===== config.mk =====
export PLATFORM = sky130hd
export DESIGN_NAME = mvm_sparse_tx
export DESIGN_NICKNAME = d
export VERILOG_FILES = /design/src/rtl/mvm_pkg.sv /design/src/rtl/mvm_first_set.sv /design/src/rtl/mvm_sparse_tx.sv
export SDC_FILE = /design/constraint.sdc
export NUM_CORES = 1
export LEC_CHECK = 0
export ABC_AREA = 1
export CAP_MARGIN = 10
export CORE_MARGIN = 5
export CORE_UTILIZATION = 55
export CTS_BUF_LIST = sky130_fd_sc_hd__clkbuf_2 sky130_fd_sc_hd__clkbuf_4 sky130_fd_sc_hd__clkbuf_8
export DETAILED_ROUTE_END_ITERATION = 10
export PLACE_DENSITY_LB_ADDON = 0.2
export SYNTH_ARGS = -nofsm -noshare
export SYNTH_HDL_FRONTEND = slang
export SYNTH_SLANG_ARGS = --single-unit

===== constraint.sdc =====
create_clock -name clk -period 3.1 [get_ports clk]
set_input_delay 0.62 -clock clk [delete_from_list [all_inputs] [get_ports clk]]
set_output_delay 0.62 -clock clk [all_outputs]
set_load 0.03 [all_outputs]

===== src/rtl/mvm_pkg.sv =====
// Shared definitions for the sparse row stream (transmit and receive side).
// Tags, limits, FSM states and header/popcount helpers.
package mvm_pkg;

    localparam logic [1:0] HDR_TAG = 2'b10;
    localparam logic [1:0] IDX_TAG = 2'b00;
    localparam int         MAX_N   = 63;

    typedef enum logic [1:0] {
        IDLE,
        HDR,
        IDX,
        VAL
    } tx_state_e;

    function automatic logic [7:0] hdr_byte(input logic [5:0] cnt);
        return {HDR_TAG, cnt};
    endfunction

    function automatic logic [5:0] popcount(input logic [MAX_N-1:0] m);
        logic [5:0] c;
        c = '0;
        for (int i = 0; i < MAX_N; i++) begin
            c = c + 6'(m[i]);
        end
        return c;
    endfunction

endpackage


===== src/rtl/mvm_first_set.sv =====
// Lowest-set-bit finder over the nonzero mask.
// Also flags when exactly one bit remains.
module mvm_first_set #(
    parameter int N = 4
) (
    input  logic [N-1:0] mask_i,
    output logic [5:0]   idx_o,
    output logic         found_o,
    output logic         last_o
);

    // Scan high to low so the lowest set bit wins.
    always_comb begin
        idx_o = '0;
        for (int i = N - 1; i >= 0; i--) begin
            if (mask_i[i]) idx_o = 6'(i);
        end
    end

    assign found_o = |mask_i;
    assign last_o  = found_o && ((mask_i & (mask_i - N'(1))) == '0);

endmodule


===== src/rtl/mvm_sparse_tx.sv =====
// Sparse row transmitter: header, then (index, value) per nonzero element.
// Row is captured at accept; mask bits are retired as values are sent.
module mvm_sparse_tx
    import mvm_pkg::*;
#(
    parameter int N  = 4,
    parameter int EW = 8
) (
    input  logic          clk,
    input  logic          rst,
    input  logic          in_valid,
    output logic          in_ready,
    input  logic [N*EW-1:0] in_data,
    output logic          out_valid,
    input  logic          out_ready,
    output logic [7:0]    out_data,
    output logic          out_last,
    output logic          busy
);

    tx_state_e       state_q, state_d;
    logic [N*EW-1:0] row_q, row_d;
    logic [N-1:0]    mask_q, mask_d;
    logic [5:0]      cnt_q, cnt_d;

    logic [N-1:0]    nz;
    logic [5:0]      idx;
    logic            found;
    logic            one_left;
    logic [7:0]      val;

    mvm_first_set #(.N(N)) u_first (
        .mask_i  (mask_q),
        .idx_o   (idx),
        .found_o (found),
        .last_o  (one_left)
    );

    // Per-element nonzero flags and value select for the current index.
    always_comb begin
        nz  = '0;
        val = '0;
        for (int i = 0; i < N; i++) begin
            nz[i] = |in_data[i*EW +: EW];
            if (6'(i) == idx) val = row_q[i*EW +: EW];
        end
    end

    // Next-state and output decode.
    always_comb begin
        state_d   = state_q;
        row_d     = row_q;
        mask_d    = mask_q;
        cnt_d     = cnt_q;
        in_ready  = 1'b0;
        out_valid = 1'b0;
        out_data  = '0;
        out_last  = 1'b0;
        busy      = (state_q != IDLE);
        unique case (state_q)
            IDLE: begin
                in_ready = 1'b1;
                if (in_valid) begin
                    row_d   = in_data;
                    mask_d  = nz;
                    cnt_d   = popcount(MAX_N'(nz));
                    state_d = HDR;
                end
            end
            HDR: begin
                out_valid = 1'b1;
                out_data  = hdr_byte(cnt_q);
                out_last  = (cnt_q == '0);
                if (out_ready) state_d = (cnt_q == '0) ? IDLE : IDX;
            end
            IDX: begin
                out_valid = 1'b1;
                out_data  = {IDX_TAG, idx};
                if (out_ready) state_d = VAL;
            end
            VAL: begin
                out_valid = 1'b1;
                out_data  = val;
                out_last  = one_left;
                if (out_ready) begin
                    mask_d  = mask_q & ~(N'(1) << idx);
                    state_d = (one_left || !found) ? IDLE : IDX;
                end
            end
            default: state_d = IDLE;
        endcase
    end

    // State, captured row and mask registers.
    always_ff @(posedge clk) begin
        if (rst) begin
            state_q <= IDLE;
            row_q   <= '0;
            mask_q  <= '0;
            cnt_q   <= '0;
        end else begin
            state_q <= state_d;
            row_q   <= row_d;
            mask_q  <= mask_d;
            cnt_q   <= cnt_d;
        end
    end

endmodule

; ---- After elaboration in Yosys (flattened, before gate mapping)
; Cells that the tools add are included.
[totals]
inputBits = 36
reg_bits = 44
elab_cells = 62
[classes]
bitwise_logic = 3
mux = 22
add_sub_neg = 4
reduce_logical = 18
n_eq_ne = 10
shifts = 1
[op_table]
columns = op, count
row1 = two-way mux 8 bit, 4
row2 = OR reduction 8 bit, 4
row3 = one-hot mux 8 bit (3 select lines), 1
row4 = two-way mux 2 bit, 10
row5 = == test 2 x 6 -> 1 bit (first input constant), 2
row6 = zero test 6 bit, 2
row7 = bitwise AND 4 bit, 2
row8 = two-way mux 4 bit, 2
row9 = inequality test 2 bit (second input constant), 4
row10 = one-hot mux 2 bit (4 select lines), 1
row11 = one-hot mux 4 bit (2 select lines), 1
row12 = == test 1 x 6 -> 1 bit (first input constant), 1
row13 = left shift 1 x 6 -> 4 bit (first input constant), 1
row14 = adder 3 x 1 -> 4 bit, 1
row15 = == test 2 bit (second input constant), 2
row16 = zero test 4 bit, 1
row17 = NOT 4 bit, 1
row18 = AND reduction 4 bit, 1
row19 = nonzero test 2 bit, 2
row20 = OR reduction 4 bit, 1
row21 = subtractor 4 x 1 -> 4 bit (second input constant), 1
row22 = adder 2 x 1 -> 3 bit, 1
row23 = AND reduction 3 bit, 1
row24 = OR reduction 3 bit, 1
row25 = other kinds (9), 10

; ---- Longest topological paths before layout
[depth]
depth_word = 10
mapped_depth = 9
depth_no_buf = 9

; ---- Cells and area by module
; From an unflattened synthesis, not the netlist that was laid out.
[unflattened]
cells_unflattened = 345
hier_area_um2 = 2394.8
[modules_own_cells]
columns = module, area_per_inst_um2, cells_per_inst, seq_area_each_um2, n_inst
row1 = mvm_sparse_tx, 2290.9, 323, 820.8, 1
row2 = mvm_first_set, 103.8, 22, 0.0, 1

; ---- Worst setup path after synthesis
; Ideal clock, no wire load.
[synth_path]
path_kind = input to register
start = input in_data[10]
end = register cnt_q[1]
setup_slack_ns = 0.990
arrival_time_ns = 1.994
stages = 9
setup_ns = 0.116
cell_sequence = nor2_1 nand2_1 nor2_1 inv_1 fa_1 ha_1 ha_1 o21ai_0 nor2_1
[synth_via]
elab_chain_cells = 4
[synth_lines]
columns = element, line
row1 = start: declaration, mvm_sparse_tx.sv:13  ; input logic [N*EW-1:0] in_data,
row2 = OR reduction 8 bit, mvm_sparse_tx.sv:44  ; nz[i] = |in_data[i*EW +: EW];
row3 = adder 1 x 1 -> 2 bit, mvm_pkg.sv:24  ; c = c + 6'(m[i]);
row4 = adder 2 x 1 -> 3 bit, mvm_pkg.sv:24
row5 = adder 3 x 1 -> 4 bit, mvm_pkg.sv:24
row6 = end signal: assignment, mvm_sparse_tx.sv:105  ; cnt_q <= cnt_d;
row7 = end: declaration, mvm_sparse_tx.sv:24  ; logic [5:0] cnt_q, cnt_d;
; Every way passes these cells.
; A chain may end at the register's enable or synchronous reset.

; ---- Final worst setup path
[layout_path]
start = register state_q[0]
end = output out_data[0]
[layout_via]
elab_chain_cells = 2
[layout_lines]
columns = element, line
row1 = start: declaration, mvm_sparse_tx.sv:21  ; tx_state_e state_q, state_d;
row2 = start signal: assignment, mvm_sparse_tx.sv:102  ; state_q <= state_d;
row3 = == test 2 bit or == test 2 x 1 -> 1 bit (tied branches), mvm_sparse_tx.sv:60  ; unique case (state_q)
row4 = one-hot mux 8 bit (3 select lines) (*), mvm_sparse_tx.sv:60
row5 = end: declaration, mvm_sparse_tx.sv:16  ; output logic [7:0] out_data,
; Mark *: on every way between the ends. The rest lies on a longest branch, timed or not.

==> metrics.md <==
| Metric | Value |
|---|---|
| Status | finished clean |
| Final hold viol count | 0 |
| Die Wd | 71.4 µm |
| Max-cap violations | 0 |
| Final ANT Viol Nets | 0 |
| CP Class | reg -> out |
| Largest net degree at the start of global routing | 39 |
| GRT Total Usage | 21.7% |
| Chip height | approximately 71 µm |
| Hold-fix buffers at CTS | 0 |
| Dpl hpwl | ~4100 µm |
| Synth Area per Inst | around 6.7 µm² |
| Port Buffer Count | 47 |
| Num ports | 48 |
| Startpoint types | register |
| DRC | 0 |
| WL met2 | around 2600 µm |
| Lkg Pwr | about 1.1 nW |
| # diodes | 0 |
| Crit-path max FO | 7 |
| DIE AREA | about 5000 µm² |
| CP arrival | approximately 2.3 ns |
| Clk root buf | clkbuf_8 |
| Critical Path End Type | primary output |
| Top post-synthesis cells by area | dfxtp_1 (40%), nor2_1 (17%), o21ai_0 (12%), nand2_1 (7.4%), nand3_1 (6.3%) |
| Routability Congestion | between 0.9 and 1 |
| Commonest non-fill, non-tap cell in the layout | nor2_1 |
| Core area | around 3700 µm² |
| Most frequent cells in the layout | nor2_1 (92), o21ai_0 (48), clkdlybuf4s50_1 (47), nand2_1 (41), dfxtp_1 (41) |
| Post-synth EDFFs | 0 |
| Period minus WS final | 2.89 ns |
| Post-synthesis sequential area ratio | approximately two fifths |
| Num CTS Buffers | 5 |
| Unrepaired setup endpoints after global routing | no |
| Met3 WL | between 300 and 400 µm |
| Final WS setup | ~0.21 ns |
| Worst hold path depth | 2 |
| Clk pin slew, worst setup/hold paths | roughly 0.08 ns |
| Setup_tns | 0 ns |
| Fill count | between 300 and 400 |
| Worst r2r path cells | 5 |
| Cell Area, Placed | 2530 µm² |
| Row cnt | 22 |
| Worst-margin pin slew | roughly 0.6 ns |
| Worst EP required | 2.48 ns |
| Post-synthesis async set-or-reset flop share | 0% |
| DRT Pass-1 Iters | 4 |
| Slew HR | between 50% and 60% |
| Layout Cell Area excl Fill | 2620 µm² |
| Netlist cell types | 26 |
| WL final | ~5400 µm |
| Dominant synthesized flop cell | dfxtp_1 |
| Initial antenna violation count | 0 |
| Post-CTS setup-driven buffer insertion count | 0 |
| Max Used Layer | met4 |
| Post-synthesis cell area | 2070 µm² |
| Synth Register Bits | 41 |
| Syn nets | 350 |
| Layout Nets | about 390 |
| H-Tree Depth | 2 |
| Initial DRC count | 167 |
| Ys Warns | 0 |
| Place WS | slightly above 0.4 ns |
| Global-route wire length before repair | 8800 µm |
| Routed WL per cell | 13.4 µm |
| CTS tree | yes |
| Post-cts repair resize count | 0 |
| Initial Util | approximately 57% |
| CTS sink count | 41 |
| Peak Freq | 346 MHz |
| Synthesized instance count | roughly 310 |
| Wire length on met1 | 2400 µm |
| Setup violators final | 0 |
| Period utilization | 93.3% |
| Power Dens Cells | roughly 500 nW/µm² |
| Vias post-DR | around 2,200 |
| Peak VDD IR | 299 µV |
| Final Slew Violations | 0 |
| Area growth from synthesis to layout | 26.4% |
| Final clock skew | about 0.0046 ns |
| Via density | between 5 and 6 |
| Vias in the first global route | around 2,000 |
| Share of layout cells above drive strength 1 | approximately 7.0% |
| Largest area contributor in the netlist | dfxtp_1 |
| Remaining Overflow, GRT | 0 |
| Clk_lat worst skew | 0.30 ns |
| HP Class | reg -> reg |
| Maximum clock path buffer count | 2 |
| Yosys top cell area share | 39.6% |
## worst max-delay path: stages (launching register included)
cell and delay [ns]:
dfxtp_1 0.49, nand2_1 0.15, inv_1 0.18, buf_4 0.18, o21ai_0 0.08, inv_1 0.06
nand2_1 0.06, nand3_1 0.08, clkdlybuf4s50_1 0.68
## cells in the mapped netlist, types with 3 or more instances
library cell,n
dfxtp_1,41
buf_6,3
o21ai_2,3
nand3_1,26
nand2_1,41
nand4_1,4
inv_1,20
a21oi_1,4
or2_2,7
nor2_1,92
o21ai_0,48
clkbuf_1,4
## flip-flops by register name, indices dropped and copies added (netlist names)
| signal | cells |
|---|---|
| cnt_q | 3 |
| mask_q | 4 |
| row_q | 32 |
| state_q | 2 |
## through the flow
stage | util, % | std cells | hold WS (ns) | total power [W]
global placement | 69.2 | 395 | 0.455 | 0.000978
global route | 71.6 | 403 | 0.502 | 0.00139
detailed placement | 69.2 | 395 | 0.467 | 0.000984
floorplan | - | 311 | 0.447 | 0.000861
CTS | 71.6 | 403 | 0.484 | 0.00133
finish | 71.6 | 403 | 0.482 | 0.00133
## cell type report
type                       count  area (µm²)  share of cell area [%]
timing repair buffer          49         485                    18.5
clock inverter                 2        10.0                   0.382
multi-input combinational    236        1090                    41.6
tap                           48        60.1                    2.29
clock buffer                   6        76.3                    2.91
sequential                    41         821                    31.3
inverter                      21        78.8                    3.01
## kinds of logic (layout without fill, tap and decap cells)
group           Yosys count  in the layout  synth area share [%]
simple gates            175            175                  35.6
fa+ha+maj                 3              3                  2.17
buf+inv                  34             78                  7.84
compound gates           58             58                  14.8
flops                    41             41                  39.6
## routing by layer
layer / vias up / GRT usage (%)
met2: 69 / 36.9
li1: 1095 / -
met5: - / 0
met4: 0 / 8.35
met3: 12 / 4.63
met1: 1008 / 26.6
## path summary, 6_finish.rpt
path	from	endpoint	slack, ns
worst max-delay path	state_q[0]	out_data[0]	0.21
worst min-delay path	row_q[29]	row_q[29]	0.48
worst max register to register	state_q[0]	mask_q[0]	1.31
worst min register to register	row_q[29]	row_q[29]	0.48
## power breakdown
group / internal (W) / leakage (nW) / switching (W)
Sequential: 0.000584 / 0.340 / 0.0000395
Combinational: 0.000143 / 0.733 / 0.000207
Clock: 0.000165 / 0.0484 / 0.000189
Total: 0.000892 / 1.12 / 0.000436
Power figures use the tool's default switching activity.
==> edit, RTL diff (same flow settings) <==
`N` is set to 4 in 2 places; all go to 3.
--- a/src/rtl/mvm_first_set.sv
+++ b/src/rtl/mvm_first_set.sv
@@ -1,7 +1,7 @@
 // Lowest-set-bit finder over the nonzero mask.
 // Also flags when exactly one bit remains.
 module mvm_first_set #(
-    parameter int N = 4
+    parameter int N = 3
 ) (
     input  logic [N-1:0] mask_i,
     output logic [5:0]   idx_o,
--- a/src/rtl/mvm_sparse_tx.sv
+++ b/src/rtl/mvm_sparse_tx.sv
@@ -3,7 +3,7 @@
 module mvm_sparse_tx
     import mvm_pkg::*;
 #(
-    parameter int N  = 4,
+    parameter int N  = 3,
     parameter int EW = 8
 ) (
     input  logic          clk,
Ports: changed (resized in_data); port bits go from 48 to 40. No check against the original RTL was run, so the function may have changed too.
==> edit against the unedited design <==
  * Cell area fell by 25%
  * Setup slack improved by 0.038 ns
  * Sequential share of layout area rose by 0.26 points
  * Critical path depth fell by 2
  * Power fell by 26%
  * Global-route usage fell by 1.7 points
  * Die area fell by 23%
  * Highest routed layer unchanged
  * Area after synthesis fell by 26%
  * Sequential cell count fell by 10
  * Wire length fell by 29%
  * Via count fell by 29%
  * Critical endpoint is now out_last
==> edit: results (changes against the unedited design) <==
stage,metric,value,unit,change
placed_design,Placed Instance Area,0.00189,mm^2,-25%
routing,final WL,3830,um,-29%
routing,routed wire length per instance,13.0,um,-2.8%
layout,NonClk Buf Share,19.9,%,+1.3 points
layout,bufs w/o clock,39,,-20%
placed_design,Detail Placement HPWL,2710,um,-35%
layout,nets,291,,-26%
clock_network,Root Driver,clkbuf_4,,
layout,# fillers,234,,-30%
worst_hold_path,hold endpoint,row_q[17],,
layout,area of the multi-input gates,795,um^2,-27%
synthesis,Mapped Cells,225,,-28%
routing,WL met3,245,um,-23%
power_and_ir_drop,Leakage,0.803,nW,-28%
layout,Seq area share,31.6,%,+0.26 points
worst_setup_path,FF-to-FF setup slack,1.61,ns,+0.30 ns
worst_hold_path,hold path cells,2,,unchanged
layout,clock-cell share of area,3.69,%,+0.40 points
worst_setup_path,Worst R2R End,state_q[1],,
run_status,outcome,completed,,
power_and_ir_drop,Switch Pwr,0.305,mW,-30%
routing,DR iter-0 viols,109,,-35%
layout,area added between synthesis and finish,28.1,%,
worst_setup_path,crit-path max FO,18,,+11
grt,number of global-route vias before repair,1421,,-29%
worst_setup_path,Max stage delay on crit path,0.71,ns,+0.03 ns
power_and_ir_drop,Max IR drop VDD,0.412,mV,+37%
power_and_ir_drop,Clk network pwr share,28.5,%,+1.8 points
synthesis,"top cells by count, synth","nor2_1 (72), nand2_1 (32), dfxtp_1 (31)",,
grt,global-route wire length before repair,6160,um,-30%
grt,global-route usage over all layers,20.0,%,-1.7 points
die,num tapcells,31,,-35%
grt,met3 usage in global routing,5.04,%,+0.41 points
clock_network,clk sinks,31,,-24%
grt,GR Layer Usage met1,24.1,%,-2.5 points
routing,WL met2,1860,um,-28%
timing,Worst-Margin Slew,0.831,ns,+0.217 ns
timing,Worst Clk Skew,0.00281,ns,-0.00177 ns
routing,WL met1,1720,um,-28%
layout,biggest regs,"row_q: 24 flops, mask_q: 3 flops",,
layout,share of layout cells above drive strength 1,7.60,%,+0.56 points
synthesis,net count after synthesis,254,,-27%
grt,largest net degree at the start of global routing,31,,-21%
layout,clock buf count,8,,+2
synthesis,sequential cell area fraction in the yosys report,40.5,%,+0.87 points
placed_design,Placer Congestion,0.823,,-9.9%
synthesis,"top cells by area, synth","dfxtp_1 (40%), nor2_1 (18%), nand2_1 (7.8%)",,
routing,Via density,5.28,,-2.7%
placed_design,Port Buffers,39,,-17%
layout,#MultiIn Comb,173,,-27%
layout,Non-clk invs,12,,-43%
power_and_ir_drop,Net Sw Frac,31.0,%,-1.8 points
worst_setup_path,FF-to-FF path depth,6,,+1
power_and_ir_drop,Power Sequential,0.471,mW,-24%
clock_network,clk_lat worst skew,0.34,ns,+0.04 ns
grt,met2 Use GR,32.4,%,-4.6 points
routing,TritonRoute pass-1 iters,6,,+2
edit: worst max-delay path by stage:
stage	from	depth (start not counted)	end	slack [ns]
after floorplan	state_q[0]	4	out_last	1.04
after global placement	mask_q[0]	6	out_last	0.73
after detailed placement	mask_q[0]	6	out_last	0.66
after CTS	mask_q[0]	6	out_last	0.25
after global routing	mask_q[0]	6	out_last	0.03
final	mask_q[0]	6	out_last	0.25
edit: kinds of logic (layout without fill, tap and decap cells):
kind of cell               count (synthesis)  after routing  share of synthesized area (%)
AOI/OAI and AO/OA                         50             50                           17.7
adders and majority gates                  1              1                           1.31
buffers and inverters                     21             59                           7.75
DFF                                       31             31                           40.5
and+or+nand+nor                          122            122                           32.8
edit: through the flow:
| step | hold WS (ns) | setup WS, ns |
|---|---|---|
| final | 0.493 | 0.247 |
| after floorplan | 0.450 | 1.04 |
| after global placement | 0.461 | 0.731 |
| after global routing | 0.526 | 0.0301 |
| after CTS | 0.495 | 0.254 |
| after detailed placement | 0.471 | 0.659 |
